File: config.mk
export PLATFORM = sky130hd
export DESIGN_NAME = i2s_rx
export DESIGN_NICKNAME = d
export VERILOG_FILES = /design/src/rtl/i2s_rx_pkg.sv /design/src/rtl/i2s_rx_sync_edge.sv /design/src/rtl/i2s_rx.sv
export SDC_FILE = /design/constraint.sdc
export NUM_CORES = 1
export LEC_CHECK = 0
export BUFFER_PORTS_ARGS = -buffer_cell sky130_fd_sc_hd__buf_2
export CORE_ASPECT_RATIO = 1.4
export CORE_MARGIN = 8
export CORE_UTILIZATION = 61
export CTS_CLUSTER_DIAMETER = 100
export DETAILED_ROUTE_END_ITERATION = 8
export PLACE_DENSITY = 0.83
export SYNTH_ARGS = -nofsm -noshare
export SYNTH_HDL_FRONTEND = slang
export SYNTH_SLANG_ARGS = --single-unit
File: constraint.sdc
create_clock -name clk -period 3.32 [get_ports clk]
set_clock_uncertainty 0.15 [all_clocks]
set_input_delay 0.332 -clock clk [delete_from_list [all_inputs] [get_ports clk]]
set_output_delay 0.332 -clock clk [all_outputs]
set_load 0.01 [all_outputs]
File: src/rtl/i2s_rx_pkg.sv
// rtl/i2s_rx_pkg.sv - shared audio constants and receiver FSM state type
// Purpose: default sample width, synchronizer depth and the I2S receive
//          state enum, shared by i2s_rx and the downstream audio blocks.
// Ports:   none (package).
package i2s_rx_pkg;

  localparam int AUDIO_DATA_WIDTH  = 16;
  localparam int AUDIO_SYNC_STAGES = 2;

  typedef enum logic [1:0] {
    RX_IDLE  = 2'd0,
    RX_SHIFT = 2'd1,
    RX_WAIT  = 2'd2
  } rx_state_e;

endpackage

File: src/rtl/i2s_rx_sync_edge.sv
// rtl/i2s_rx_sync_edge.sv - multi-flop synchronizer with rising-edge pulse
// Purpose: bring an asynchronous level into clk_i and flag its 0->1 transitions.
// Ports:   clk_i   - system clock
//          reset_i - synchronous active-high reset
//          d_i     - asynchronous input level
//          rise_o  - one-clk pulse when the synchronized level goes 0->1
module sync_edge
  import i2s_rx_pkg::*;
#(
  parameter int STAGES = AUDIO_SYNC_STAGES
) (
  input  logic clk_i,
  input  logic reset_i,
  input  logic d_i,
  output logic rise_o
);

  logic [STAGES-1:0] sync_q;
  logic              prev_q;

  always_ff @(posedge clk_i) begin
    if (reset_i) begin
      sync_q <= '0;
      prev_q <= 1'b0;
    end else begin
      sync_q <= {sync_q[STAGES-2:0], d_i};
      prev_q <= sync_q[STAGES-1];
    end
  end

  assign rise_o = sync_q[STAGES-1] & ~prev_q;

endmodule

File: src/rtl/i2s_rx.sv
// rtl/i2s_rx.sv - I2S receiver producing paired left/right samples
// Purpose: deserialize an MSB-first I2S stream into signed left/right words,
//          strobing sample_valid once per complete left+right frame and
//          flagging short or orphaned slots on frame_error.
// Ports:   clk          - system clock (>= 8x BCLK)
//          reset        - synchronous active-high reset
//          i2s_bclk     - asynchronous bit clock
//          i2s_lrclk    - asynchronous word select (0 = left, 1 = right)
//          i2s_sd       - asynchronous serial data
//          left_sample  - last complete left word
//          right_sample - last complete right word
//          sample_valid - one-clk pulse when both samples update
//          frame_error  - one-clk pulse on short or orphaned slot
module i2s_rx
  import i2s_rx_pkg::*;
#(
  parameter int DATA_WIDTH  = AUDIO_DATA_WIDTH,
  parameter int SYNC_STAGES = AUDIO_SYNC_STAGES
) (
  input  logic                         clk,
  input  logic                         reset,
  input  logic                         i2s_bclk,
  input  logic                         i2s_lrclk,
  input  logic                         i2s_sd,
  output logic signed [DATA_WIDTH-1:0] left_sample,
  output logic signed [DATA_WIDTH-1:0] right_sample,
  output logic                         sample_valid,
  output logic                         frame_error
);

  localparam int                CNT_W    = $clog2(DATA_WIDTH + 1);
  localparam logic [CNT_W-1:0]  LAST_BIT = CNT_W'(DATA_WIDTH - 1);

  logic                   bclk_rise;
  logic [SYNC_STAGES-1:0] lr_sync_q;
  logic [SYNC_STAGES-1:0] sd_sync_q;
  logic                   lr_s;
  logic                   sd_s;

  rx_state_e              state_q, state_d;
  logic [CNT_W-1:0]       bit_cnt_q, bit_cnt_d;
  // MSB is never needed: the finished word is formed from these bits plus sd.
  logic [DATA_WIDTH-2:0]  shift_q, shift_d;
  logic [DATA_WIDTH-1:0]  left_stage_q, left_stage_d;
  logic                   staged_q, staged_d;
  logic                   channel_q, channel_d;
  logic                   lr_prev_q, lr_prev_d;
  // Until one BCLK rise has recorded lrclk there is no "previous" value to
  // compare against, so a mid-slot lrclk level after reset is not an edge.
  logic                   lr_seen_q, lr_seen_d;
  logic [DATA_WIDTH-1:0]  left_out_q, left_out_d;
  logic [DATA_WIDTH-1:0]  right_out_q, right_out_d;
  logic                   valid_q, valid_d;
  logic                   error_q, error_d;

  logic                   lr_change;
  logic                   data_bit;
  logic                   word_done;
  logic [DATA_WIDTH-1:0]  full_word;

  sync_edge #(
    .STAGES (SYNC_STAGES)
  ) u_bclk_sync (
    .clk_i   (clk),
    .reset_i (reset),
    .d_i     (i2s_bclk),
    .rise_o  (bclk_rise)
  );

  assign lr_s      = lr_sync_q[SYNC_STAGES-1];
  assign sd_s      = sd_sync_q[SYNC_STAGES-1];
  assign lr_change = bclk_rise & lr_seen_q & (lr_s != lr_prev_q);
  assign data_bit  = bclk_rise & ~lr_change;
  assign word_done = (state_q == RX_SHIFT) & data_bit & (bit_cnt_q == LAST_BIT);
  assign full_word = {shift_q, sd_s};

  always_ff @(posedge clk) begin
    if (reset) begin
      lr_sync_q    <= '0;
      sd_sync_q    <= '0;
      state_q      <= RX_IDLE;
      bit_cnt_q    <= '0;
      shift_q      <= '0;
      left_stage_q <= '0;
      staged_q     <= 1'b0;
      channel_q    <= 1'b0;
      lr_prev_q    <= 1'b0;
      lr_seen_q    <= 1'b0;
      left_out_q   <= '0;
      right_out_q  <= '0;
      valid_q      <= 1'b0;
      error_q      <= 1'b0;
    end else begin
      lr_sync_q    <= {lr_sync_q[SYNC_STAGES-2:0], i2s_lrclk};
      sd_sync_q    <= {sd_sync_q[SYNC_STAGES-2:0], i2s_sd};
      state_q      <= state_d;
      bit_cnt_q    <= bit_cnt_d;
      shift_q      <= shift_d;
      left_stage_q <= left_stage_d;
      staged_q     <= staged_d;
      channel_q    <= channel_d;
      lr_prev_q    <= lr_prev_d;
      lr_seen_q    <= lr_seen_d;
      left_out_q   <= left_out_d;
      right_out_q  <= right_out_d;
      valid_q      <= valid_d;
      error_q      <= error_d;
    end
  end

  always_comb begin
    state_d = state_q;
    case (state_q)
      RX_IDLE:  if (lr_change) state_d = RX_SHIFT;
      RX_SHIFT: begin
        if (lr_change)      state_d = RX_SHIFT;
        else if (word_done) state_d = RX_WAIT;
      end
      RX_WAIT:  if (lr_change) state_d = RX_SHIFT;
      default:  state_d = RX_IDLE;
    endcase
  end

  always_comb begin
    bit_cnt_d    = bit_cnt_q;
    shift_d      = shift_q;
    left_stage_d = left_stage_q;
    staged_d     = staged_q;
    channel_d    = channel_q;
    lr_prev_d    = lr_prev_q;
    lr_seen_d    = lr_seen_q;
    left_out_d   = left_out_q;
    right_out_d  = right_out_q;
    valid_d      = 1'b0;
    error_d      = 1'b0;

    if (bclk_rise) begin
      lr_prev_d = lr_s;
      lr_seen_d = 1'b1;
    end

    if (lr_change) begin
      // Delay-slot bit: restart the word for the new channel, bit not kept.
      bit_cnt_d = '0;
      shift_d   = '0;
      channel_d = lr_s;
      if (state_q == RX_SHIFT) begin
        error_d = 1'b1;
        if (!channel_q) staged_d = 1'b0;
      end
    end else if ((state_q == RX_SHIFT) && data_bit) begin
      shift_d   = full_word[DATA_WIDTH-2:0];
      bit_cnt_d = bit_cnt_q + CNT_W'(1);
      if (word_done) begin
        if (!channel_q) begin
          left_stage_d = full_word;
          staged_d     = 1'b1;
        end else if (staged_q) begin
          left_out_d  = left_stage_q;
          right_out_d = full_word;
          valid_d     = 1'b1;
          staged_d    = 1'b0;
        end else begin
          error_d = 1'b1;
        end
      end
    end

    valid_d = valid_d & ~error_d;
  end

  assign left_sample  = left_out_q;
  assign right_sample = right_out_q;
  assign sample_valid = valid_q;
  assign frame_error  = error_q;

endmodule

# == After elaboration in Yosys (flattened, before gate mapping) ==
# Index checks and enable logic that the tools add are counted.
# Widths: inputs -> output; s select.
# classes
n_mux,21
add_sub_neg,1
n_reduce_logical,10
n_eq_ne,8
bitwise_logic,11
# op_table
cell,n
$mux 1,17
$reduce_and 4->1,2
$and 1x1->1,7
$mux 2,3
$add 5x1->5 const B,1
$eq 5x4->1 const B,1
$reduce_and 5->1,1
$ne 2x1->1 const B,2
$not 1->1,4
$pmux 2 s2,1
$reduce_bool 2->1,2
$reduce_or 2->1,2
$ne 3x3->1 const B,1
$eq 2x1->1 const B,1
$eq 2x2->1 const B,1
$logic_not 2->1,1
$ne 2x2->1 const B,1
$reduce_and 2->1,1
$logic_and 1x1->1,1
$ne 1x1->1,1
# totals
word_cells,67
inputBits,5
register_bits,83
out_inout_bits,34

# == Depth between registers and ports, before layout ==
# depth
ltp_word,13
ltp_mapped,9
depth_no_buf,7

# == Hierarchy ==
# A second synthesis with hierarchy kept.
# unflattened
cells_unflattened,316
area_unflattened_um2,3240.6
# modules_own_cells
module,seq_area_each_um2,cells_per_inst,n_inst,area_each_um2
i2s_rx,1601.5,309,1,3153.0
sync_edge,60.1,7,1,87.6

# == Worst setup path after synthesis ==
# No wires, ideal clock.
# synth_path
path_type,reg-to-reg
startpoint,register bit_cnt_q[0]
endpoint,"register left_out_q[0], in the netlist left_sample[0]"
setup_ns,0.072
path_stages_with_launch,10
n_path_buf,2
t_arrival_ns,1.786
required_ns,3.098
slack_ns,1.313
period_less_slack_ns,2.007
path_cell_list,dfxtp_1 > ha_1 > and3_1 > ha_1 > nand3b_1 > nor2_2 > and4_4 > buf_6 > buf_8 > mux2i_1
# synth_between
elab_chain_cells,3
# synth_lines
item,line,source
start: declaration,i2s_rx.sv:41,"logic [CNT_W-1:0] bit_cnt_q, bit_cnt_d;"
start signal: assignment,i2s_rx.sv:97,bit_cnt_q <= bit_cnt_d;
$eq 5x4->1,i2s_rx.sv:74,assign word_done = (state_q == RX_SHIFT) & data_bit & (bit_cnt_q == LAST_BIT);
$and 1x1->1,i2s_rx.sv:74,
$reduce_and 5->1 (no line),-,
end signal: assignment,i2s_rx.sv:104,left_out_q <= left_out_d;
end: declaration,i2s_rx.sv:51,"logic [DATA_WIDTH-1:0] left_out_q, left_out_d;"
# No other way between the ends.
# A chain may end at the register's enable or synchronous reset.

# == Final worst setup path ==
# layout_path
startpoint,register bit_cnt_q[0]
endpoint,register left_stage_q[9]
# layout_between
elab_chain_cells,3
# layout_lines
item,line,source
$eq 5x4->1,i2s_rx.sv:74,
$and 1x1->1,i2s_rx.sv:74,
$reduce_and 4->1 (no line),-,
end signal: assignment,i2s_rx.sv:99,left_stage_q <= left_stage_d;
end: declaration,i2s_rx.sv:44,"logic [DATA_WIDTH-1:0] left_stage_q, left_stage_d;"
# No other way between the ends.

==> summary.txt <==
Worst setup path
  • Crit path max-delay family: simple AND/OR/NAND/NOR gates
  • Worst flop-to-flop path endpoint: left_stage_q[9]$_SDFFE_PP0P_
  • Critical Path Source Type: flip-flop
  • CP Capture Type: flip-flop
  • Critical Path Most Common Cell: ha_1
  • Worst reg2reg setup slack: 1.03 ns
  • CP max FO: 16
  • CP max stage delay: 0.50 ns
  • Data required, critical path: 3.44 ns
  • Crit-path slowest cell: nand3_2
  • Reg2reg path depth: 7
  • Crit-path cells: ha_1 > and3_1 > ha_1 > nand3b_1 > nor2_2 > nand3_2 > mux2i_1
  • Setup Crit Path Kind: flip-flop to flip-flop
  • Worst R2R Start: bit_cnt_q[0]$_SDFFE_PP0N_
  • Critical Path AT: 2.41 ns
  • Buf/Inv on CP: 0

Outcome
  • Outcome: finished, final reports clean

Timing
  • Worst slew margin: 54.8%
  • Final hold vios: 0
  • Min Hold Slack: 0.0437 ns
  • Post-layout min period: 2.29 ns
  • Maximum clock rate: 436 MHz
  • Setup TNS Final: 0 ns
  • Tcrit/Tclk final: 69.1%
  • Final setup viols: 0
  • Actual slew at the worst max-slew pin: 0.676 ns
  • Slew Limit Fails: 0
  • RSZ-0062 raised after global routing: no

Pwr
  • Clock group share of total power: 38.2%
  • Switching pwr: 0.000349 W
  • Combinational power share: 2.0%
  • Sw Share: 20.8%
  • Power Dens Cells: 470 mW/mm²
  • Internal: 0.00133 W
  • Max VDD drop: 0.355 mV
  • Seq pwr share: 59.8%
  • P_leak: 1.55 nW

Hold path
  • Hold wc startpoint: i2s_lrclk
  • Worst hold endpoint: lr_sync_q[0]$_SDFF_PP0_
  • Hold path depth: 2
  • Worst Hold Class: primary input to flip-flop

Finish
  • Commonest non-fill, non-tap cell in the layout: dfxtp_1
  • Fin nets: 356
  • Fillers: 416
  • Final Cell Area: 0.00357 mm²
  • Antenna Cells: 0
  • Layout cells sized above 1: 16.7%
  • Area grow syn2layout: 10.9%
  • Most frequent cells in the layout: 83 x dfxtp_1, 65 x nand2b_1, 49 x mux2i_1, 38 x buf_2, 34 x nand2_1

Clocking
  • Post-CTS Setup Bufs: 0
  • Longest Clk Path Bufs: 2
  • # clock sinks: 83
  • Clock transition at path regs: 0.07 ns
  • CTS Root Cell: clkbuf_8
  • Clk_lat worst skew: 0.35 ns
  • CTS Hold Buffers Added: 0
  • CTS tree: built
  • Post-CTS sizing: 0
  • H-tree depth: 3
  • CTS Buf Count: 9

Logic synthesis
  • Synthesized cell area: 0.00322 mm²
  • FF+latch count, synth: 83
  • Synth warnings: 0
  • Mean area per synthesized cell: 10.2 µm²
  • Netlist cell types: 33
  • Post-Synthesis Cells: 316
  • Syn nets: 323
  • FFs w/ async S/R, synth: 0%
  • Number of synthesized flops with an enable pin: 0
  • Top FF cell, synth: dfxtp_1
  • Post-synthesis sequential area ratio: 51.7%

Placement
  • RePlAce Congestion: 0.799
  • IO Port Bufs: 38
  • Placed cell area: 0.00339 mm²
  • HPWL after DPL: 3.76 mm

Global route
  • Overflow after GRT: 0
  • All-layer global routing usage: 14.6%
  • Initial antenna violation count: 0
  • Vias in the first global route: 2111
  • First-pass GRT wire length: 9.36 mm
  • Pin count of the biggest net entering global routing: 43

Drt
  • Wire per inst: 13.3 µm
  • Via count: 2170
  • Final ANT Viol Nets: 0
  • Pre-antenna DRT Iters: 4
  • DRC Markers: 0
  • Via/cell ratio: 5.17
  • Initial drt markers: 113
  • Final Routed Wirelength: 5.59 mm

Floorplan
  • Core Footprint: 0.00512 mm²
  • Die ar.: 0.00788 mm²
  • IO Pins: 39
  • Rows: 31
  • Die Y: 102 µm
  • Starting density of the core: 62.8%
  • Die Wd: 77.4 µm

Job
  • MaxCap Viol Count: 0
registers in the layout, summed over array words and instances, names as in the netlist, 2 cells and up:
register	count
left_sample	16
shift_q	15
right_sample	16
lr_sync_q	2
left_stage_q	16
u_bclk_sync.sync_q	2
bit_cnt_q	5
state_q	2
sd_sync_q	2
power groups by stage:
stage | registers [W] | clock network (W) | logic (W)
final | 0.00100 | 0.000640 | 0.0000344
after global routing | 0.00100 | 0.000693 | 0.0000378
after detailed placement | 0.00103 | 0 | 0.0000352
after global placement | 0.00103 | 0 | 0.0000347
after floorplan | 0.00102 | 0 | 0.0000288
after CTS | 0.00100 | 0.000657 | 0.0000353
per-stage QoR:
step	setup WS [ns]	utilization, %	total power [W]	instances
after detailed placement	1.04	66.3	0.00106	404
after global placement	1.15	66.3	0.00106	404
final	1.03	69.6	0.00168	420
after CTS	1.01	69.6	0.00169	420
after floorplan	1.31	-	0.00105	316
after global routing	0.867	69.6	0.00173	420
final cells by class:
type	count	area [µm²]	share of cell area [%]
clock inverter	2	10.0	0.281
multi-input combinational	212	1430	40.2
timing repair buffer	40	205	5.75
sequential	83	1660	46.6
inverter	3	11.3	0.316
clock buffer	14	163	4.56
tap	66	82.6	2.32
how the worst max path moves through the flow:
stage / start / to / depth (start not counted)
after floorplan: bit_cnt_q[0]$_SDFFE_PP0N_ / left_sample[0]$_SDFFE_PP0P_ / 9
after global placement: bit_cnt_q[0]$_SDFFE_PP0N_ / left_stage_q[7]$_SDFFE_PP0P_ / 7
after detailed placement: bit_cnt_q[0]$_SDFFE_PP0N_ / left_stage_q[10]$_SDFFE_PP0P_ / 7
after CTS: bit_cnt_q[0]$_SDFFE_PP0N_ / left_stage_q[9]$_SDFFE_PP0P_ / 7
after global routing: bit_cnt_q[0]$_SDFFE_PP0N_ / left_stage_q[15]$_SDFFE_PP0P_ / 7
final: bit_cnt_q[0]$_SDFFE_PP0N_ / left_stage_q[9]$_SDFFE_PP0P_ / 7
synthesized netlist by cell type, types with 2 or more instances:
library cell   n  share of area (%)
dfxtp_1       83                 52
nand2b_1      65                 13
mux2i_1       49                 15
nand2_1       34                4.0
a21oi_1       18                2.8
nor2_1        10                1.2
clkbuf_1       9                1.1
nor2b_1        7                1.4
buf_2          4               0.62
buf_6          3                1.1
inv_1          3               0.35
nand3b_1       3               0.70
xor2_1         3               0.82
and3_1         2               0.39
ha_1           2               0.78
nand3_2        2               0.62
nand4_1        2               0.39
nor3_1         2               0.31
kinds of logic (layout without fill, tap and decap cells):
| kind of cell | count (synthesis) | after routing | synth area share [%] |
|---|---|---|---|
| fa+ha+maj | 2 | 2 | 0.778 |
| mux | 49 | 49 | 15.3 |
| compound gates | 24 | 24 | 4.16 |
| flops | 83 | 83 | 51.7 |
| buf+inv | 21 | 59 | 3.77 |
| simple gates | 133 | 133 | 23.3 |
| xor+xnor | 4 | 4 | 1.09 |
metal layers:
layer	GRT usage, %	wire, µm	vias up
met5	0	0	-
met4	6.56	119	0
met3	5.72	278	9
met2	25.2	2810	37
met1	15.6	2380	1014
li1	-	-	1110
Note: power is estimated with default switching activity, not from simulation.
